**src/rtl/dds_pkg.sv**
```systemverilog
// Shared definitions for the DDS control port: command frame geometry,
// address field layout and the SPI receiver state encoding.
package dds_pkg;

  localparam int CMD_PW = 24;
  localparam int CMD_AW = 8;
  localparam int CMD_DW = 16;

  // Address byte: upper nibble selects the voice, lower nibble is a one-hot register select
  localparam int VOICE_MSB = 7;
  localparam int VOICE_LSB = 4;

  localparam logic [3:0] REG_FREQ   = 4'b0001;
  localparam logic [3:0] REG_MOD    = 4'b0010;
  localparam logic [3:0] REG_WAVE   = 4'b0100;
  localparam logic [3:0] REG_ENABLE = 4'b1000;

  typedef enum logic [1:0] {
    ST_IDLE,
    ST_SHIFT,
    ST_COMMIT
  } rx_state_t;

  function automatic logic [3:0] voice_of(input logic [CMD_AW-1:0] addr);
    return addr[VOICE_MSB:VOICE_LSB];
  endfunction

endpackage

```
**src/rtl/sync_edge.sv**
```systemverilog
// Multi-flop synchroniser for one asynchronous input, with a history flop
// producing single-cycle rise/fall strobes in the clk domain.
module sync_edge #(
  parameter int SYNC    = 2,
  parameter bit RST_VAL = 1'b0
) (
  input  logic clk,
  input  logic rst_n,
  input  logic d,
  output logic s,
  output logic rise,
  output logic fall
);

  logic [SYNC-1:0] chain_p0;
  logic            hist_p1;

  always_ff @(posedge clk or negedge rst_n) begin
    if (!rst_n) begin
      chain_p0 <= {SYNC{RST_VAL}};
      hist_p1  <= RST_VAL;
    end else begin
      chain_p0 <= {chain_p0[SYNC-2:0], d};
      hist_p1  <= chain_p0[SYNC-1];
    end
  end

  assign s    = chain_p0[SYNC-1];
  assign rise = s & ~hist_p1;
  assign fall = hist_p1 & ~s;

endmodule

```
**src/rtl/spi_cmd_rx.sv**
```systemverilog
// SPI responder that deframes 24-bit {addr, data} commands (MSB first) and
// offers them to the voice register file through a valid/ready holding register.
module spi_cmd_rx
  import dds_pkg::*;
#(
  parameter int PW   = CMD_PW,
  parameter int AW   = CMD_AW,
  parameter int DW   = CMD_DW,
  parameter int SYNC = 2
) (
  input  logic          clk,
  input  logic          rst_n,
  input  logic          sclk,
  input  logic          mosi,
  input  logic          csb,
  output logic [AW-1:0] cmd_addr,
  output logic [DW-1:0] cmd_data,
  output logic          cmd_valid,
  input  logic          cmd_ready,
  output logic          frame_err,
  output logic          overrun,
  input  logic          clr_overrun
);

  localparam int CW = $clog2(PW + 1);
  localparam int WW = $clog2(SYNC + 1);

  logic sclk_s, sclk_rise, sclk_fall;
  logic mosi_s, mosi_rise, mosi_fall;
  logic csb_s, csb_rise, csb_fall;
  logic unused_edges;

  sync_edge #(.SYNC(SYNC), .RST_VAL(1'b0)) u_sync_sclk (
    .clk(clk), .rst_n(rst_n), .d(sclk), .s(sclk_s), .rise(sclk_rise), .fall(sclk_fall)
  );

  sync_edge #(.SYNC(SYNC), .RST_VAL(1'b0)) u_sync_mosi (
    .clk(clk), .rst_n(rst_n), .d(mosi), .s(mosi_s), .rise(mosi_rise), .fall(mosi_fall)
  );

  sync_edge #(.SYNC(SYNC), .RST_VAL(1'b1)) u_sync_csb (
    .clk(clk), .rst_n(rst_n), .d(csb), .s(csb_s), .rise(csb_rise), .fall(csb_fall)
  );

  assign unused_edges = ^{sclk_s, sclk_rise, mosi_rise, mosi_fall};

  rx_state_t       state, state_nx;
  logic [PW-1:0]   sr, sr_nx;
  logic [CW-1:0]   cnt, cnt_nx;
  logic            frame_err_nx;
  logic            load, drop, accept;
  logic [WW-1:0]   warm;
  logic            armed;

  assign accept = cmd_valid & cmd_ready;

  // The csb chain resets high, so a pin held low through reset would look like a
  // fresh csb fall once the chain fills; only trust csb_s after it has been
  // seen high with real pin data.
  always_ff @(posedge clk or negedge rst_n) begin
    if (!rst_n) begin
      warm  <= '0;
      armed <= 1'b0;
    end else begin
      if (warm != WW'(SYNC)) warm <= warm + WW'(1);
      armed <= armed | ((warm == WW'(SYNC)) & csb_s);
    end
  end

  always_comb begin
    state_nx     = state;
    sr_nx        = sr;
    cnt_nx       = cnt;
    frame_err_nx = 1'b0;
    load         = 1'b0;
    drop         = 1'b0;
    case (state)
      ST_IDLE: begin
        if (csb_fall && armed) begin
          cnt_nx   = '0;
          state_nx = ST_SHIFT;
        end
      end
      ST_SHIFT: begin
        // A fall coinciding with csb_rise is still shifted before the length check
        if (sclk_fall) begin
          sr_nx = {sr[PW-2:0], mosi_s};
          if (cnt != CW'(PW)) cnt_nx = cnt + CW'(1);
        end
        if (csb_rise) begin
          if (cnt_nx == CW'(PW)) begin
            state_nx = ST_COMMIT;
          end else begin
            frame_err_nx = 1'b1;
            state_nx     = ST_IDLE;
          end
        end
      end
      ST_COMMIT: begin
        if (!cmd_valid || accept) load = 1'b1;
        else                      drop = 1'b1;
        state_nx = ST_IDLE;
      end
      default: state_nx = ST_IDLE;
    endcase
  end

  always_ff @(posedge clk or negedge rst_n) begin
    if (!rst_n) begin
      state     <= ST_IDLE;
      sr        <= '0;
      cnt       <= '0;
      frame_err <= 1'b0;
    end else begin
      state     <= state_nx;
      sr        <= sr_nx;
      cnt       <= cnt_nx;
      frame_err <= frame_err_nx;
    end
  end

  // Holding register: a commit in the accept cycle keeps cmd_valid high
  always_ff @(posedge clk or negedge rst_n) begin
    if (!rst_n) begin
      cmd_addr  <= '0;
      cmd_data  <= '0;
      cmd_valid <= 1'b0;
      overrun   <= 1'b0;
    end else begin
      if (load) begin
        cmd_addr  <= sr[PW-1:DW];
        cmd_data  <= sr[DW-1:0];
        cmd_valid <= 1'b1;
      end else if (accept) begin
        cmd_valid <= 1'b0;
      end
      if (drop)             overrun <= 1'b1;
      else if (clr_overrun) overrun <= 1'b0;
    end
  end

endmodule
```
**config.mk**
```make
export PLATFORM = sky130hd
export DESIGN_NAME = spi_cmd_rx
export DESIGN_NICKNAME = d
export VERILOG_FILES = /design/src/rtl/dds_pkg.sv /design/src/rtl/sync_edge.sv /design/src/rtl/spi_cmd_rx.sv
export SDC_FILE = /design/constraint.sdc
export NUM_CORES = 1
export LEC_CHECK = 0
export CAP_MARGIN = 30
export CORE_MARGIN = 1
export CORE_UTILIZATION = 44
export CTS_CLUSTER_SIZE = 28
export DETAILED_ROUTE_END_ITERATION = 12
export GPL_TIMING_DRIVEN = 0
export PLACE_DENSITY = 0.68
export SETUP_SLACK_MARGIN = 0.1
export SLEW_MARGIN = 20
export SYNTH_ARGS = -nofsm -noshare
export SYNTH_HDL_FRONTEND = slang
export SYNTH_SLANG_ARGS = --single-unit
export TNS_END_PERCENT = 5
```
**constraint.sdc**
```tcl
create_clock -name clk -period 1.5 [get_ports clk]
set_clock_uncertainty 0.1 [all_clocks]
set_input_delay 0.225 -clock clk [delete_from_list [all_inputs] [get_ports clk]]
set_output_delay 0.225 -clock clk [all_outputs]
set_load 0.02 [all_outputs]
```
* Yosys cells after proc, flatten, opt, wreduce, memory -nomap -nowiden *
Cells that the tools add are included.

word-level totals
  register bits = 69
  bits of input ports = 7
  output and inout bits = 27
  logic and storage cells = 64

cells by class
  $add $sub $neg = 2
  equality and inequality tests = 8
  mux-type cells = 20
  bitwise operators = 9
  reduce and logical (&&, ||, !) cells = 10

operator list
  cell                   number
  $mux W5                4
  $mux W1                11
  $pmux W5 S2            1
  $mux W2                3
  $ne A2 B2 Y1 const B   3
  $reduce_and A2 Y1      3
  $reduce_bool A2 Y1     3
  $add A5 B1 Y5 const B  1
  $and A1 B1 Y1          5
  $eq A5 B5 Y1 const B   1
  $ne A5 B5 Y1 const B   1
  $eq A2 B2 Y1 const B   2
  $pmux W2 S2            1
  $not A1 Y1             3
  $add A2 B1 Y2 const B  1
  $eq A2 B1 Y1 const B   1
  $logic_not A2 Y1       1
  $logic_and A1 B1 Y1    1
  $logic_not A1 Y1       1
  $logic_or A1 B1 Y1     1
  $or A1 B1 Y1           1

* Longest topological paths before layout *
Gate-level depths: netlist of the first run.

  word-level depth = 8
  depth in mapped cells = 7
  gate-level depth less buffers = 6

* Modules after synthesis *
Synthesis of the first run repeated with hierarchy kept, for this count alone.

second synthesis, totals
  cell total of the unflattened synthesis = 190
  area total of the unflattened synthesis = 2960.3 µm²

modules (own cells, without submodules)
  module                        times used  cells an instance  area an instance (µm²)  sequential area each (µm²)
  spi_cmd_rx                    1           175                2686.3                  1526.5
  sync_edge at u_sync_mosi ...  2           5                  90.1                    75.1
  sync_edge at u_sync_csb       1           5                  93.8                    78.8

* Worst setup path before layout of the first run *
Ideal clock, no wire load.

  path type = flip-flop to flip-flop
  start = register state[1]
  end = register sr[10]
  setup time = 0.125 ns
  arrival time = 1.316 ns
  required time = 1.275 ns
  path slack = -0.041 ns
  stages on the path, launching flop included = 6
  buffers on the path = 2
  period minus slack after synthesis = 1.541 ns
  cell sequence = dfrtp_1 -> and2b_4 -> and2_4 -> buf_6 -> buf_12 -> mux2_4

between the ends
  word-level cells in the longest chain between the ends = 2

ends and longest elaborated chain
  item                                RTL line           text
  start: declaration                  spi_cmd_rx.sv:47   rx_state_t state, state_nx;
  start signal: assignment            spi_cmd_rx.sv:115  state <= state_nx;
  $eq A2 B1 Y1                        spi_cmd_rx.sv:77   case (state)
  $reduce_and A2 Y1 (no source line)  --
  end signal: assignment              spi_cmd_rx.sv:116  sr <= sr_nx;
  end: declaration                    spi_cmd_rx.sv:48   logic [PW-1:0] sr, sr_nx;

No other way between the ends.
A chain may end at the register's enable or synchronous reset.

* Final worst setup path of the first run *
Same ends and word-level chain as after synthesis.

==> key figures, run 1 <==
Routing
  • 1st-iter DRT viols: 57
  • Antenna viol nets, final: 0
  • DRC: 0
  • DRT Wirelength: 4951 µm
  • Via count: 1659
  • Drt first pass iters: 4
  • Wire per inst: approximately 15 µm
  • Vias/cell: between 5 and 6

Timing
  • Hold WS: 0.1793 ns
  • Endpoints failing hold: 0
  • Peak Freq: between 600 and 700 MHz
  • Post-layout min period: 1.649 ns
  • Slew Viols, Final: 0
  • Slew headroom: approximately four fifths
  • Crit share post-route: 110.0%
  • Final WS setup: -0.1495 ns
  • Slew @ Worst Pin: 0.3043 ns
  • RSZ-0062 raised after global routing: yes
  • Final setup viols: 39

Die
  • Die width: around 80 µm
  • Row cnt: 28
  • Die area: around 0.0068 mm²
  • Ports: 34
  • Core area: 0.006061 mm²
  • Die Ht: around 80 µm
  • Initial Utilization: 46.72%

Synthesis
  • Mapped cell area: ~0.0028 mm²
  • Seq cells post-synth: 69
  • Register area share after synthesis: 61.11%
  • Syn. warnings: 0
  • Syn nets: 194
  • Post-synth ARST share: 100.0%
  • Top-area cell type share of the netlist area: 58.33%
  • Top post-synthesis cells by area: dfrtp_1, mux2_2, mux2_4
  • Avg Cell Area, Syn: 15.39 µm²
  • Most used flip-flop cell after synthesis: dfrtp_1
  • Library cells used by synthesis: 37
  • Largest area contributor in the netlist: dfrtp_1
  • Gate count of the mapped netlist: 184
  • Number of flops mapped to enable cells by yosys: 0

Power
  • PD cells: 1109 mW/mm²
  • LEAKAGE: 1.919 nW
  • Worst IR drop on VDD: 0.0006054 V

Final layout
  • Ant diodes: 0
  • Area Overhead vs Synth: 34.38%
  • Final instance area: 0.003805 mm²
  • Final net count: 255
  • Fillcell total: 464
  • Ratio of cells with drive above 1 in the final layout: between 40 and 50%
  • Cell Count, Final, Fillers Out: 325

Setup path
  • Crit end category: flip-flop
  • Setup slack, reg-to-reg: -0.15 ns
  • Worst setup path class: reg2reg
  • WP data arrival: 1.77 ns
  • Worst-path maximum fanout: 5
  • FF-to-FF Start: state[1]
  • Critical Path Start: state[1]
  • Req. time, crit path: 1.62 ns
  • CP startpoint kind: flip-flop
  • Worst Setup EP: sr[10]
  • Reg-to-Reg End: sr[10]
  • R2R depth: 5

Hold path
  • Hold Crit Class: in2async

Clock network
  • Inserted Clock Buffers: 9
  • Clk slew on worst S/H paths: 0.07 ns
  • Clock tree from TritonCTS: done
  • Worst-skew pair later-pin latency: around 0.34 ns
  • CTS H-tree lvls: 3
  • CTS Sinks: 69
  • Longest Clk Path Bufs: 2
  • Root Buffer Master: clkbuf_8

Global routing
  • First-pass GRT wire length: 8100 µm
  • Vias in the first global route: 1713
  • Grt total ovfl: 0
  • Largest net degree at the start of global routing: 58
  • GRT Util Overall: 16.52%
  • Initial antenna violation count: 0

Placed design
  • Placement Setup Slack: -0.2554 ns
  • GP Congestion: between 0.8 and 0.9
  • Placed insts: 293
  • Placed cell area: 0.003281 mm²
  • Port buffer count: 33
  • HPWL Detailed: around 2800 µm

Outcome
  • Violated checks: negative setup slack
  • Outcome: complete, but fails checks

Flow run
  • Max Cap Viol: 0
==> synth_stat cells, drive strengths merged (2+ instances only) <==
cell type	n
dfstp	3
ha	3
mux2	48
nand2	7
nor2b	2
o21ai	7
inv	4
nand3	3
a21o	3
dfrtp	66
a21oi	5
xnor2	2
buf	8
nand2b	4
==> power breakdown <==
group / internal [mW] / switching (mW)
Combinational: 0.447 / 0.276
Clock: 0.638 / 0.683
Sequential: 2.03 / 0.146
Total: 3.11 / 1.11
==> cell type report <==
class	instances	area (µm²)	share of cell area, %
inverter	4	15.01	0.3946
clock inverter	6	38.79	1.019
sequential	69	1733	45.54
timing repair buffer	51	523.0	13.75
clock buffer	10	137.6	3.617
multi-input combinational	103	1149	30.19
buffer	7	115.1	3.025
tap	75	93.84	2.466
==> cell usage in the layout (no fill, tap or decap), drive strengths merged, types with 5 or more instances in the layout <==
cell and n:
mux2 48, nand2 7, clkbuf 10, clkdlybuf4s15 14
dlygate4sd2 13, buf 24, a21oi 5, o21ai 7
clkdlybuf4s50 5, dfrtp 66
==> critical path, cell delays in order (launching register included) <==
cell	delay [ns]
dfrtp_1	0.38
and2b_4	0.26
and2_4	0.14
buf_8	0.11
bufbuf_16	0.26
mux2_4	0.29
==> kinds of logic after synthesis <==
kind of cell	share of synthesized area, %
AOI/OAI and AO/OA	5.126
xor gates and xnor gates	0.6188
muxes	22.09
and+or+nand+nor	5.612
buffers and inverters	4.109
adders and majority gates	1.326
DFF	61.11
==> what timing repair did <==
action                     in CTS  in global routing
pin swaps                       9                  3
hold buffers                    1                  0
setup endpoints to repair      79                 67
resized for setup              55                 35
hold endpoints to repair       68                  0
cloned                          1                  0
setup buffers                  12                  3
==> metrics by stage <==
| stage | util [%] | TNS (ns) | total power, mW |
|---|---|---|---|
| floorplan | - | -0.6924 | 2.504 |
| global placement | 53.72 | -155.21 | 2.641 |
| detailed placement | 54.13 | -8.016 | 2.663 |
| CTS | 60.36 | -3.342 | 4.214 |
| global route | 62.78 | -3.917 | 4.433 |
| finish | 62.78 | -2.176 | 4.220 |
==> sequential cells by signal, summed over array words and instances, names as in the netlist, 5 cells and up <==
name      count
sr           24
cmd_data     16
cmd_addr      8
cnt           5
==> worst min-delay path by stage <==
stage | to | start | cells past startpoint | slack, ns
6_report | frame_err | rst_n | 2 | 0.18
5_1_grt | u_sync_csb.chain_p0[0] | csb | 1 | 0.18
4_1_cts | frame_err | rst_n | 2 | 0.16
3_5_place_dp | warm[0] | rst_n | 1 | -0.01
3_3_place_gp | u_sync_mosi.chain_p0[1] | u_sync_mosi.chain_p0[0] | 0 | 0.23
2_1_floorplan | armed | rst_n | 0 | -0.17
==> metal layers <==
metal,vias up,global-route usage (%),part of all wire [%]
met5,-,0,0
met4,0,7.368,1.8
li1,770,-,-
met2,35,25.79,47
met1,845,21.90,48
met3,9,3.956,3.2
Power figures use the tool's default switching activity.
==> run 2, diff against run 1 <==
- CAP_MARGIN: 30 -> 20
- CTS_BUF_LIST: not set -> sky130_fd_sc_hd__clkbuf_8 sky130_fd_sc_hd__clkbuf_16
==> results of run 2 <==
Same layout as run 1: the final DEF is identical, and so are final timing and power.
